**config.mk**
```make
export PLATFORM = sky130hd
export DESIGN_NAME = axis_uart_rx_deframer
export DESIGN_NICKNAME = d
export VERILOG_FILES = /design/src/rtl/axis_uart_rx_deframer.sv
export SDC_FILE = /design/constraint.sdc
export NUM_CORES = 1
export LEC_CHECK = 0
export CORE_MARGIN = 2
export CORE_UTILIZATION = 54
export CTS_CLUSTER_DIAMETER = 120
export DETAILED_ROUTE_END_ITERATION = 8
export GPL_TIMING_DRIVEN = 1
export PLACE_DENSITY_LB_ADDON = 0.1
export SKIP_LAST_GASP = 1
export SYNTH_ARGS = -nofsm -noshare
export SYNTH_HDL_FRONTEND = slang
export SYNTH_SLANG_ARGS = --single-unit
```
**constraint.sdc**
```tcl
create_clock -name aclk -period 2.7 [get_ports aclk]
set_clock_uncertainty 0.15 [all_clocks]
set_input_delay 0.81 -clock aclk [delete_from_list [all_inputs] [get_ports aclk]]
set_output_delay 0.81 -clock aclk [all_outputs]
set_load 0.05 [all_outputs]
```
**src/rtl/axis_uart_rx_deframer.sv**
```systemverilog
// axis_uart_rx_deframer
// Consumes the UART receiver byte stream and finds frames of the form
// SYNC_BYTE, L, payload[L], checksum. The checksum is the 8-bit sum of L and
// all payload bytes. The payload is streamed out on a registered AXIS master.
// SOF is marked on tuser and EOF on tlast. Frame status is reported as
// single-cycle pulses on frame_ok / frame_err.
// Optional feature macro: AXIS_UART_DEFRAMER_TIMEOUT_EN. When it is defined,
// an inter-byte timeout of TIMEOUT_CYCLES aborts a stalled frame. When it is
// undefined, a partially received frame waits indefinitely.

module axis_uart_rx_deframer #(
  parameter int          AXI_DATA_WIDTH = 8,
  parameter logic [7:0]  SYNC_BYTE      = 8'hA5,
  parameter int          MAX_LEN        = 255,
  parameter int          TIMEOUT_CYCLES = 100_000
) (
  input  logic                      aclk,
  input  logic                      aresetn,
  input  logic [AXI_DATA_WIDTH-1:0] s_axis_tdata,
  input  logic                      s_axis_tvalid,
  output logic                      s_axis_tready,
  input  logic [1:0]                rx_error,
  output logic [AXI_DATA_WIDTH-1:0] m_axis_tdata,
  output logic                      m_axis_tvalid,
  input  logic                      m_axis_tready,
  output logic                      m_axis_tlast,
  output logic                      m_axis_tuser,
  output logic                      frame_ok,
  output logic [1:0]                frame_err
);

  typedef enum logic [1:0] {
    ST_IDLE    = 2'd0,
    ST_LEN     = 2'd1,
    ST_PAYLOAD = 2'd2,
    ST_CSUM    = 2'd3
  } state_t;

  localparam logic [8:0] MAX_LEN_C   = 9'(MAX_LEN);
  localparam logic [1:0] ERR_NONE_C  = 2'b00;
  localparam logic [1:0] ERR_CSUM_C  = 2'b01;
  localparam logic [1:0] ERR_LEN_C   = 2'b10;
  localparam logic [1:0] ERR_LINE_C  = 2'b11;

  state_t     state_r, state_nxt_s;
  logic [7:0] cnt_r, cnt_nxt_s;
  logic [7:0] sum_r, sum_nxt_s;
  logic       first_r, first_nxt_s;
  logic       frame_ok_r, frame_ok_nxt_s;
  logic [1:0] frame_err_r, frame_err_nxt_s;

  logic [7:0] m_tdata_r;
  logic       m_tvalid_r;
  logic       m_tlast_r;
  logic       m_tuser_r;

  logic       tready_s;
  logic       accept_s;
  logic       line_err_s;
  logic       load_s;
  logic       load_last_s;
  logic       load_user_s;
  logic       timeout_s;

  // Input ready: always open outside PAYLOAD; in PAYLOAD only when the output register can take a beat.
  always_comb begin
    tready_s = 1'b1;
    if (state_r == ST_PAYLOAD) begin
      tready_s = !m_tvalid_r || m_axis_tready;
    end else begin
      tready_s = 1'b1;
    end
  end

  assign accept_s   = s_axis_tvalid && tready_s;
  assign line_err_s = (rx_error != 2'b00);

`ifdef AXIS_UART_DEFRAMER_TIMEOUT_EN
  localparam logic [31:0] TO_LAST_C = 32'(TIMEOUT_CYCLES - 1);
  logic [31:0] to_cnt_r;
  logic        to_frozen_s;

  // Downstream backpressure in PAYLOAD must not be mistaken for a silent line.
  assign to_frozen_s = (state_r == ST_PAYLOAD) && !tready_s;
  assign timeout_s   = (state_r != ST_IDLE) && !accept_s && !to_frozen_s &&
                       (to_cnt_r == TO_LAST_C);

  // Inter-byte timer: runs inside a frame, restarts on every accepted byte.
  always_ff @(posedge aclk or negedge aresetn) begin
    if (!aresetn) begin
      to_cnt_r <= 32'd0;
    end else if ((state_r == ST_IDLE) || accept_s || timeout_s) begin
      to_cnt_r <= 32'd0;
    end else if (to_frozen_s) begin
      to_cnt_r <= to_cnt_r;
    end else begin
      to_cnt_r <= to_cnt_r + 32'd1;
    end
  end
`else
  logic [31:0] unused_timeout_cycles_s;
  assign unused_timeout_cycles_s = 32'(TIMEOUT_CYCLES);
  assign timeout_s               = 1'b0;
`endif

  // Frame parser: next state, length/checksum bookkeeping and status pulse codes.
  always_comb begin
    state_nxt_s     = state_r;
    cnt_nxt_s       = cnt_r;
    sum_nxt_s       = sum_r;
    first_nxt_s     = first_r;
    frame_ok_nxt_s  = 1'b0;
    frame_err_nxt_s = ERR_NONE_C;
    load_s          = 1'b0;
    load_last_s     = 1'b0;
    load_user_s     = 1'b0;
    case (state_r)
      ST_IDLE: begin
        // Line-errored bytes and non-sync bytes are dropped without a pulse.
        if (accept_s && !line_err_s && (s_axis_tdata == SYNC_BYTE)) begin
          state_nxt_s = ST_LEN;
        end else begin
          state_nxt_s = ST_IDLE;
        end
      end
      ST_LEN: begin
        if (accept_s) begin
          if (line_err_s) begin
            frame_err_nxt_s = ERR_LINE_C;
            state_nxt_s     = ST_IDLE;
          end else if ((s_axis_tdata == 8'd0) || ({1'b0, s_axis_tdata} > MAX_LEN_C)) begin
            frame_err_nxt_s = ERR_LEN_C;
            state_nxt_s     = ST_IDLE;
          end else begin
            cnt_nxt_s   = s_axis_tdata;
            sum_nxt_s   = s_axis_tdata;
            first_nxt_s = 1'b1;
            state_nxt_s = ST_PAYLOAD;
          end
        end else if (timeout_s) begin
          frame_err_nxt_s = ERR_LINE_C;
          state_nxt_s     = ST_IDLE;
        end else begin
          state_nxt_s = ST_LEN;
        end
      end
      ST_PAYLOAD: begin
        if (accept_s) begin
          if (line_err_s) begin
            frame_err_nxt_s = ERR_LINE_C;
            state_nxt_s     = ST_IDLE;
          end else begin
            load_s      = 1'b1;
            load_user_s = first_r;
            load_last_s = (cnt_r == 8'd1);
            first_nxt_s = 1'b0;
            sum_nxt_s   = sum_r + s_axis_tdata;
            cnt_nxt_s   = cnt_r - 8'd1;
            if (cnt_r == 8'd1) begin
              state_nxt_s = ST_CSUM;
            end else begin
              state_nxt_s = ST_PAYLOAD;
            end
          end
        end else if (timeout_s) begin
          frame_err_nxt_s = ERR_LINE_C;
          state_nxt_s     = ST_IDLE;
        end else begin
          state_nxt_s = ST_PAYLOAD;
        end
      end
      ST_CSUM: begin
        if (accept_s) begin
          state_nxt_s = ST_IDLE;
          if (line_err_s) begin
            frame_err_nxt_s = ERR_LINE_C;
          end else if (s_axis_tdata == sum_r) begin
            frame_ok_nxt_s = 1'b1;
          end else begin
            frame_err_nxt_s = ERR_CSUM_C;
          end
        end else if (timeout_s) begin
          frame_err_nxt_s = ERR_LINE_C;
          state_nxt_s     = ST_IDLE;
        end else begin
          state_nxt_s = ST_CSUM;
        end
      end
      default: begin
        state_nxt_s = ST_IDLE;
      end
    endcase
  end

  // Parser state, counters and registered status pulses.
  always_ff @(posedge aclk or negedge aresetn) begin
    if (!aresetn) begin
      state_r     <= ST_IDLE;
      cnt_r       <= 8'd0;
      sum_r       <= 8'd0;
      first_r     <= 1'b0;
      frame_ok_r  <= 1'b0;
      frame_err_r <= ERR_NONE_C;
    end else begin
      state_r     <= state_nxt_s;
      cnt_r       <= cnt_nxt_s;
      sum_r       <= sum_nxt_s;
      first_r     <= first_nxt_s;
      frame_ok_r  <= frame_ok_nxt_s;
      frame_err_r <= frame_err_nxt_s;
    end
  end

  // Output beat register: a new beat may load while the old one drains; data holds while stalled.
  always_ff @(posedge aclk or negedge aresetn) begin
    if (!aresetn) begin
      m_tdata_r  <= 8'd0;
      m_tvalid_r <= 1'b0;
      m_tlast_r  <= 1'b0;
      m_tuser_r  <= 1'b0;
    end else if (load_s) begin
      m_tdata_r  <= s_axis_tdata;
      m_tvalid_r <= 1'b1;
      m_tlast_r  <= load_last_s;
      m_tuser_r  <= load_user_s;
    end else if (m_axis_tready) begin
      m_tvalid_r <= 1'b0;
    end else begin
      m_tvalid_r <= m_tvalid_r;
    end
  end

  assign s_axis_tready = tready_s;
  assign m_axis_tdata  = m_tdata_r;
  assign m_axis_tvalid = m_tvalid_r;
  assign m_axis_tlast  = m_tlast_r;
  assign m_axis_tuser  = m_tuser_r;
  assign frame_ok      = frame_ok_r;
  assign frame_err     = frame_err_r;

endmodule

```
# == Word-level counts from Yosys, hierarchy flattened ==
# Cells that the tools add are included.
# totals
register_bits,33
in_bits,14
word_cells,84
# classes
n_addsub,2
n_eq_ne,11
mux,49
reduce_logical,12
# ops
op,count
8-bit 2-to-1 mux,7
8-bit one-hot mux with 2 select lines,2
2-bit 2-to-1 mux,13
1-bit 2-to-1 mux,24
"2-bit != test, second input constant",5
8-bit adder,1
"8-bit by 1-bit == test with 1-bit output, second input constant",1
8-bit == test,1
"8-bit == test, second input constant",1
8-bit zero test,1
2-bit one-hot mux with 4 select lines,1
"8-bit by 1-bit subtractor with 8-bit output, second input constant",1
2-bit one-hot mux with 3 select lines,1
6-bit AND reduction,1
2-bit nonzero test,3
"2-bit == test, second input constant",2
1-bit logical AND,3
"2-bit by 1-bit == test with 1-bit output, second input constant",1
1-bit zero test,2
2-bit zero test,1
1-bit one-hot mux with 2 select lines,1
1-bit logical OR,1

# == Logic depth before layout (Yosys ltp) ==
# Gate-level depths: netlist of the first run.
# depth
depth_word,8
depth_mapped,8
mapped_depth_nobuf,8

# == Least setup slack after synthesis of the first run ==
# No wires, ideal clock.
# synth_timing
path_kind,in2reg
startpoint,input s_axis_tdata[4]
endpoint,register sum_r[7]
setup_ns,0.086
arrival_ns,2.367
required_time_ns,2.464
path_slack_ns,0.097
stages,6
path_buffers,0
cell_sequence,ha_1 a21o_1 a21o_1 a221oi_1 mux2_2 a32oi_1
# synth_via
elab_chain_cells,4
elab_cells_between_ends,7
classes_between,add/sub: 1; eq/ne: 1; mux: 3; reduce/logical: 2
# synth_lines
item,line_no,source
"start, declared",19,"input logic [AXI_DATA_WIDTH-1:0] s_axis_tdata,"
8-bit adder,157,sum_nxt_s = sum_r + s_axis_tdata;
8-bit 2-to-1 mux,149,if (line_err_s) begin
8-bit 2-to-1 mux,148,if (accept_s) begin
8-bit one-hot mux with 2 select lines,117,case (state_r)
"end signal, assigned",207,sum_r <= sum_nxt_s;
"end, declared",47,"logic [7:0] sum_r, sum_nxt_s;"
# Several ways; a longest one is shown, not always the timed one. The select of a mux whose other input is x is not followed.
# A chain may end at the register's enable or synchronous reset.

# == Worst setup path in the final report of the first run ==
# layout_timing
startpoint,input s_axis_tdata[7]
endpoint,register sum_r[7]
# layout_via
elab_chain_cells,4
elab_cells_between_ends,10
classes_between,add/sub: 1; eq/ne: 1; mux: 6; reduce/logical: 2
# layout_lines
item,line_no
8-bit adder or 8-bit 2-to-1 mux (tied branches),"157, 131"
"8-bit 2-to-1 mux, on equally long branches","149, 128"
"8-bit 2-to-1 mux, on equally long branches","148, 127"
8-bit one-hot mux with 2 select lines,117
# Several ways; a longest one is shown, not always the timed one. The select of a mux whose other input is x is not followed.

==> impl_results.md, run 1 <==
- DIE HEIGHT: 64.3 um
- Root buffer cell: clkbuf_4
- Max cap viols: 0
- Post-route cell area: 2780 sq um
- Uppermost layer routed: met4
- Hold WC Path Type: reg -> reg
- Total vias in the final route: 2026
- CTS tree: built
- Hold path startpoint: m_axis_tdata[6]$_DFFE_PN0P_
- Yosys Warn Count: 0
- Worst-Skew Late Latency: 340 ps
- # diodes: 0
- Drt drc: 0
- Reg clk slew, reported paths: 100 ps
- Core ar.: 3420 sq um
- Final WS setup: 76.1 ps
- Routed len/inst: 16.6 um
- DR WL met2: 2.78 mm
- Final core occ: 81.5%
- Initial DRC count: 175
- IO buf count: 28
- Initial antenna violation count: 0
- Final Net Count: 319
- Crit share post-route: 97.2%
- CTS buffer count: 5
- Worst-path cell chain: clkdlybuf4s50_1 > nor4_1 > buf_4 > a2111oi_4 > buf_4 > o21ai_1 > mux2_4 > a32oi_1
- CP Data Required Time: 2820 ps
- CP bufs+invs: 3
- Clock sinks: 33
- Placed Cells: 330
- Setup violators final: 0
- Die W: 64.3 um
- Leading area contributor after synthesis: dfrtp_1
- Ports: 29
- Reg2reg start: sum_r[1]$_DFFE_PN0P_
- Crit path top cell by count: buf_4
- Layout area overhead: 41.6%
- Site Rows: 21
- Syn_area_per_cell: 8.93 sq um
- Met3 wire len: 342 um
- Most used DFF post-synth: dfrtp_1
- Initial core utilization: 57.5%
- H-tree depth: 2
- Peak supply drop: 0.371 mV
- Crit path largest cell delay: 520 ps
- Mapped cell area: 1970 sq um
- Via count of the first global-routing pass: 2022
- Total grt overflow: 0
- Worst R2R Setup Slack: 620 ps
- Final Hold Violating Endpoints: 0
- DR vias/cell: 5.94
- Crit path time final: 2620 ps
- Dpl hpwl: 3.97 mm
- Final Slew Violations: 0
- Slew margin rel.: 66.2%
- Global-route wire length before repair: 9.38 mm
- FF-to-FF path depth: 7
- Syn nets: 244
- Reg2reg end: sum_r[7]$_DFFE_PN0P_
- Final antenna-violating net count: 0
- CP startpoint kind: input pin
- Min-Delay Path Depth: 2
- Post-synth EDFFs: 0
- Ys async rst share: 100%
- Final GP Congestion: 0.961
- Distinct cells, synth: 47
- Area of the die: 4140 sq um
- Total wire length: 5.65 mm
- Critical path class: in -> reg
- Pre-CTS setup slack: -427 ps
- Power Density: 431 nW/um^2
- Critical path peak fanout: 4
- Placed cell area: 2600 sq um
- Synthesis-stage register bit count: 33
- Non-Filler Instances: 341
- Worst Hold Path EP: m_axis_tdata[6]$_DFFE_PN0P_
- Total GRT Usage: 29.6%
- Highest-delay cell along the critical path: clkdlybuf4s50_1
- DRT Pass-1 Iters: 4
- CP Data Arrival Time: 2750 ps
- Worst setup EP type: flop
- Status: completed
- Mapped Cells: 220
- Lkg Pwr: 1.38 nW
- Yosys top cell area share: 42.0%
- CP delay by family, top: buffers and inverters
- Worst Max-Slew Pin Slew: 505 ps
- Max Fclk: 381 MHz
- Sequential fraction of the synthesis area: 42.0%
- Synth area leaders: dfrtp_1, nand2_1, ha_1, nor2_1, o21ai_0
- Layout cells sized above 1: 25.8%
- Max Buffers Root-to-Sink: 2
- Largest net degree at the start of global routing: 34
- WL met1: 2.29 mm
[repair_timing]
action | CTS | global route
gates resized for setup | 2 | 23
endpoints found under the setup margin | 1 | 11
setup buffers | 0 | 4
pin swaps | 2 | 8
hold buffers | 0 | 0
hold endpoints to repair | 0 | 0
[where the power goes]
part	switching (mW)	total (mW)	internal, mW	leakage (nW)
registers	0.0357	0.568	0.532	0.437
clock network	0.161	0.284	0.123	0.0314
logic	0.177	0.348	0.171	0.912
[flip-flops by register name, summed over array words and instances (netlist names)]
register and flops:
cnt_r 8, m_axis_tdata 8, sum_r 8, frame_err 2, state_r 2, first_r 1, frame_ok 1, m_axis_tlast 1
m_axis_tuser 1, m_axis_tvalid 1
[per-stage QoR]
step | power (mW) | hold slack [ps] | setup TNS [ps]
after floorplan | 0.734 | 289 | 0
after global placement | 0.875 | 306 | -5160
after detailed placement | 0.884 | 317 | -5780
after CTS | 1.18 | 339 | 0
after global routing | 1.27 | 363 | -1.87
final | 1.20 | 334 | 0
[layout make-up]
class                           count  area, sq um
Timing Repair Buffer               79          694
Sequential cell                    33          826
Inverter                            6         22.5
Clock buffer                        7         55.1
Multi-Input combinational cell    170         1130
Fill cell                         233          632
Tap cell                           46         57.6
[worst max path at each step]
stage	endpoint	depth (start not counted)	start	slack [ps]
final	sum_r[7]$_DFFE_PN0P_	8	s_axis_tdata[7]	80
after detailed placement	sum_r[7]$_DFFE_PN0P_	7	s_axis_tdata[1]	-430
after global routing	sum_r[7]$_DFFE_PN0P_	8	s_axis_tdata[7]	-2
after floorplan	sum_r[7]$_DFFE_PN0P_	6	s_axis_tdata[4]	100
after CTS	sum_r[7]$_DFFE_PN0P_	9	s_axis_tdata[4]	10
after global placement	sum_r[7]$_DFFE_PN0P_	7	s_axis_tvalid	-350
[logic make-up after synthesis]
family / count (synthesis) / synth area share [%]
buffers and inverters: 17 / 4.33
adders and majority gates: 10 / 6.75
DFF: 33 / 42.0
AOI/OAI and AO/OA: 62 / 22.5
muxes: 4 / 2.10
xor gates and xnor gates: 1 / 0.446
and+or+nand+nor: 93 / 21.9
[cell usage after synthesis, types with 2 or more instances]
cell / n
nand4_1: 3
buf_2: 2
mux2i_1: 3
a21oi_1: 9
o21a_1: 2
o22a_1: 2
buf_6: 2
nor2b_1: 5
clkbuf_1: 6
or3_1: 5
nor3_1: 6
a22oi_1: 2
o22ai_1: 2
a211oi_1: 3
a21o_1: 8
o211ai_1: 5
nor4_1: 4
nor2_1: 18
dfrtp_1: 33
a31oi_1: 3
a21oi_2: 2
o21ai_0: 12
inv_1: 6
nand2_1: 41
nand3_1: 3
nand2b_1: 3
ha_1: 9
a2bb2oi_1: 2
[layer usage]
layer  GRT usage, %  vias up
met3           4.58       27
met2           51.0       92
met1           37.1      963
met5              0        -
met4           11.7        0
li1               -      944
[worst min-delay path, delay by kind of cell, from the launching register on]
kind          cells  cell delay (ps)
simple gates      2              100
flops             1              360
[cells in the final DEF (no fill, tap or decap), types with 6 or more instances in the layout]
cell              n
dlymetal6s2s_1    9
a21o_1            8
nor2_1           17
nor3_1            6
a21oi_1           9
clkdlybuf4s50_1  17
dfrtp_1          33
nand2_1          41
buf_4            51
o21ai_0          10
inv_1             6
Note: power is estimated with default switching activity, not from simulation.
==> run 2, diff against run 1 <==
--- a/config.mk
+++ b/config.mk
@@ -10,7 +10,7 @@
 export CTS_CLUSTER_DIAMETER = 120
 export DETAILED_ROUTE_END_ITERATION = 8
 export GPL_TIMING_DRIVEN = 1
-export PLACE_DENSITY_LB_ADDON = 0.1
+export PLACE_DENSITY = 0.87
 export SKIP_LAST_GASP = 1
 export SYNTH_ARGS = -nofsm -noshare
 export SYNTH_HDL_FRONTEND = slang
==> run 2 against run 1 <==
Against the previous run: sequential power hardly changed; worst hold slack better by 6.1 ps; routed wire length down 2.7%; highest routed layer unchanged; first-iteration DRC count up 27%; design area shrank 3.1%; fmax is 1.5% lower; critical path depth fell by 1; register-to-register slack worse by 70 ps; critical path type unchanged; sequential cell count stayed put.
==> impl_results.md, run 2 (synthesized netlist as in run 1, its figures left out) <==
- Site Rows: 21 (unchanged)
- Worst setup EP type: flop
- Initial antenna violation count: 0 (unchanged)
- DR vias/cell: 5.90 (-0.71%)
- RSZ-0062 raised after global routing: yes
- Max Fclk: 376 MHz (-1.5%)
- Power Density: 478 nW/um^2 (+11%)
- DRT Pass-1 Iters: 4 (unchanged)
- Critical path class: in -> reg
- CTS tree: built
- CP startpoint kind: input pin
- Lkg Pwr: 1.28 nW (-6.9%)
- Core ar.: 3420 sq um (unchanged)
- Root buffer cell: clkbuf_4
- Clock sinks: 33 (unchanged)
- Ports: 29 (unchanged)
- CTS Hold Bufs: 0 (unchanged)
- PnR Total Power: 1.29 mW (+7.6%)
- Initial DRC count: 223 (+27%)
- Final antenna-violating net count: 0 (unchanged)
- Final Hold Violating Endpoints: 0 (unchanged)
- Hold WC Path Type: reg -> reg
- # diodes: 0 (unchanged)
- Reg clk slew, reported paths: 110 ps (about the same)
- Total GRT Usage: 28.7% (-0.85 points)
- Area of the die: 4140 sq um (unchanged)
- Total wire length: 5.50 mm (-2.7%)
- Final GP Congestion: 0.857 (-11%)
- Via count of the first global-routing pass: 1955 (-3.3%)
- Peak supply drop: 0.306 mV (-17%)
- Min-Delay Path Depth: 2 (unchanged)
- Routed len/inst: 16.3 um (-1.6%)
- Status: completed
- Most common cell after layout, fill and taps aside: buf_4
- Drt drc: 0 (unchanged)
- Dpl hpwl: 4.01 mm (+0.95%)
- Worst Max-Slew Pin Slew: 502 ps (-2.77 ps)
- Crit path time final: 2660 ps (+39.1 ps)
- Die W: 64.3 um (unchanged)
- IO buf count: 28 (unchanged)
- CP Data Required Time: 2820 ps (about the same)
- Worst-Skew Late Latency: 350 ps (about the same)
- DIE HEIGHT: 64.3 um (unchanged)
- Largest net degree at the start of global routing: 34 (unchanged)
- Initial core utilization: 57.5% (unchanged)
- Layout cells sized above 1: 23.0% (-2.7 points)
- Setup violators final: 0 (unchanged)
- Non-Filler Instances: 337 (-1.2%)
- Max Buffers Root-to-Sink: 2 (unchanged)
- Total grt overflow: 0 (unchanged)
- Final Net Count: 314 (-1.6%)
- Most frequent cells in the layout: buf_4, nand2_1, dfrtp_1, clkdlybuf4s50_1, nor2_1
- Crit share post-route: 98.6% (+1.4 points)
- Max cap viols: 0 (unchanged)
- Final Slew Violations: 0 (unchanged)
- FF-to-FF path depth: 6 (-1)
- Placed Cells: 327 (-0.91%)
- Global-route wire length before repair: 8.92 mm (-4.9%)
- Slew margin rel.: 66.4% (+0.19 points)
- Total vias in the final route: 1988 (-1.9%)
- Critical path peak fanout: 5 (+1)
- Layout area overhead: 37.3%
- CP Data Arrival Time: 2790 ps (+40 ps)
- CTS buffer count: 5 (unchanged)
- H-tree depth: 2 (unchanged)
## run 2: cell count changes in the layout (fill, tap and decap cells not counted), sizes merged
cell | before | now
clkdlybuf4s50 | 17 | 26
dlymetal6s2s | 9 | 1
buf | 52 | 47
clkbuf | 7 | 5
bufinv | 0 | 1
clkinv | 0 | 1
clkinvlp | 0 | 1
dlygate4sd2 | 1 | 0
## run 2: area by class of cell
cell class / instances / area (sq um)
Clock buffer: 5 / 37.5
Clock inverter: 3 / 46.3
Fill cell: 215 / 717
Inverter: 6 / 22.5
Multi-Input combinational cell: 170 / 1080
Sequential cell: 33 / 826
Tap cell: 46 / 57.6
Timing Repair Buffer: 74 / 626
## run 2: path summary, 6_finish.rpt
check / slack [ps] / start / end
max in group asynchronous: 1400 / aresetn / cnt_r[4]$_DFFE_PN0P_
setup reg to reg: 550 / sum_r[4]$_DFFE_PN0P_ / sum_r[7]$_DFFE_PN0P_
min in group asynchronous: 710 / aresetn / m_axis_tdata[0]$_DFFE_PN0P_
hold / removal: 340 / m_axis_tdata[0]$_DFFE_PN0P_ / m_axis_tdata[0]$_DFFE_PN0P_
hold reg to reg: 340 / m_axis_tdata[0]$_DFFE_PN0P_ / m_axis_tdata[0]$_DFFE_PN0P_
setup / recovery: 40 / s_axis_tdata[3] / sum_r[7]$_DFFE_PN0P_
## run 2: repair_timing
item,CTS,global route
endpoints found under the setup margin,1,5
gates resized for setup,1,8
setup buffers,0,2
gates cloned,0,0
pin swaps,0,5
## run 2: critical path, stage by stage
cell,delay (ps)
clkdlybuf4s50_1,450
ha_1,280
a21o_1,200
a21o_1,180
a221oi_2,340
mux2_2,370
a32oi_1,150
## run 2: layer usage
layer  GRT usage (%)  up-vias  share of wire (%)
met1            34.8      930                 39
li1                -      930                  -
met5               0        -                  0
met2            48.3      109                 50
met3            4.58       19                6.7
met4            16.8        0                3.7
## run 2: power by group
part           switching (mW)  internal, mW
logic                   0.173         0.167
registers              0.0343         0.532
clock network           0.189         0.196
## run 2: stage by stage
| stage | TNS [ps] | setup WS, ps | utilization (%) | hold WS [ps] | instance area (sq um) |
|---|---|---|---|---|---|
| after floorplan | 0 | 97.0 | - | 289 | 1970 |
| after global placement | -3970 | -338 | 75.2 | 305 | 2570 |
| after detailed placement | -5520 | -389 | 75.2 | 318 | 2570 |
| after CTS | 0 | 29.8 | 77.8 | 346 | 2660 |
| after global routing | -47.4 | -47.4 | 79.0 | 368 | 2700 |
| final | 0 | 37.0 | 79.0 | 340 | 2700 |
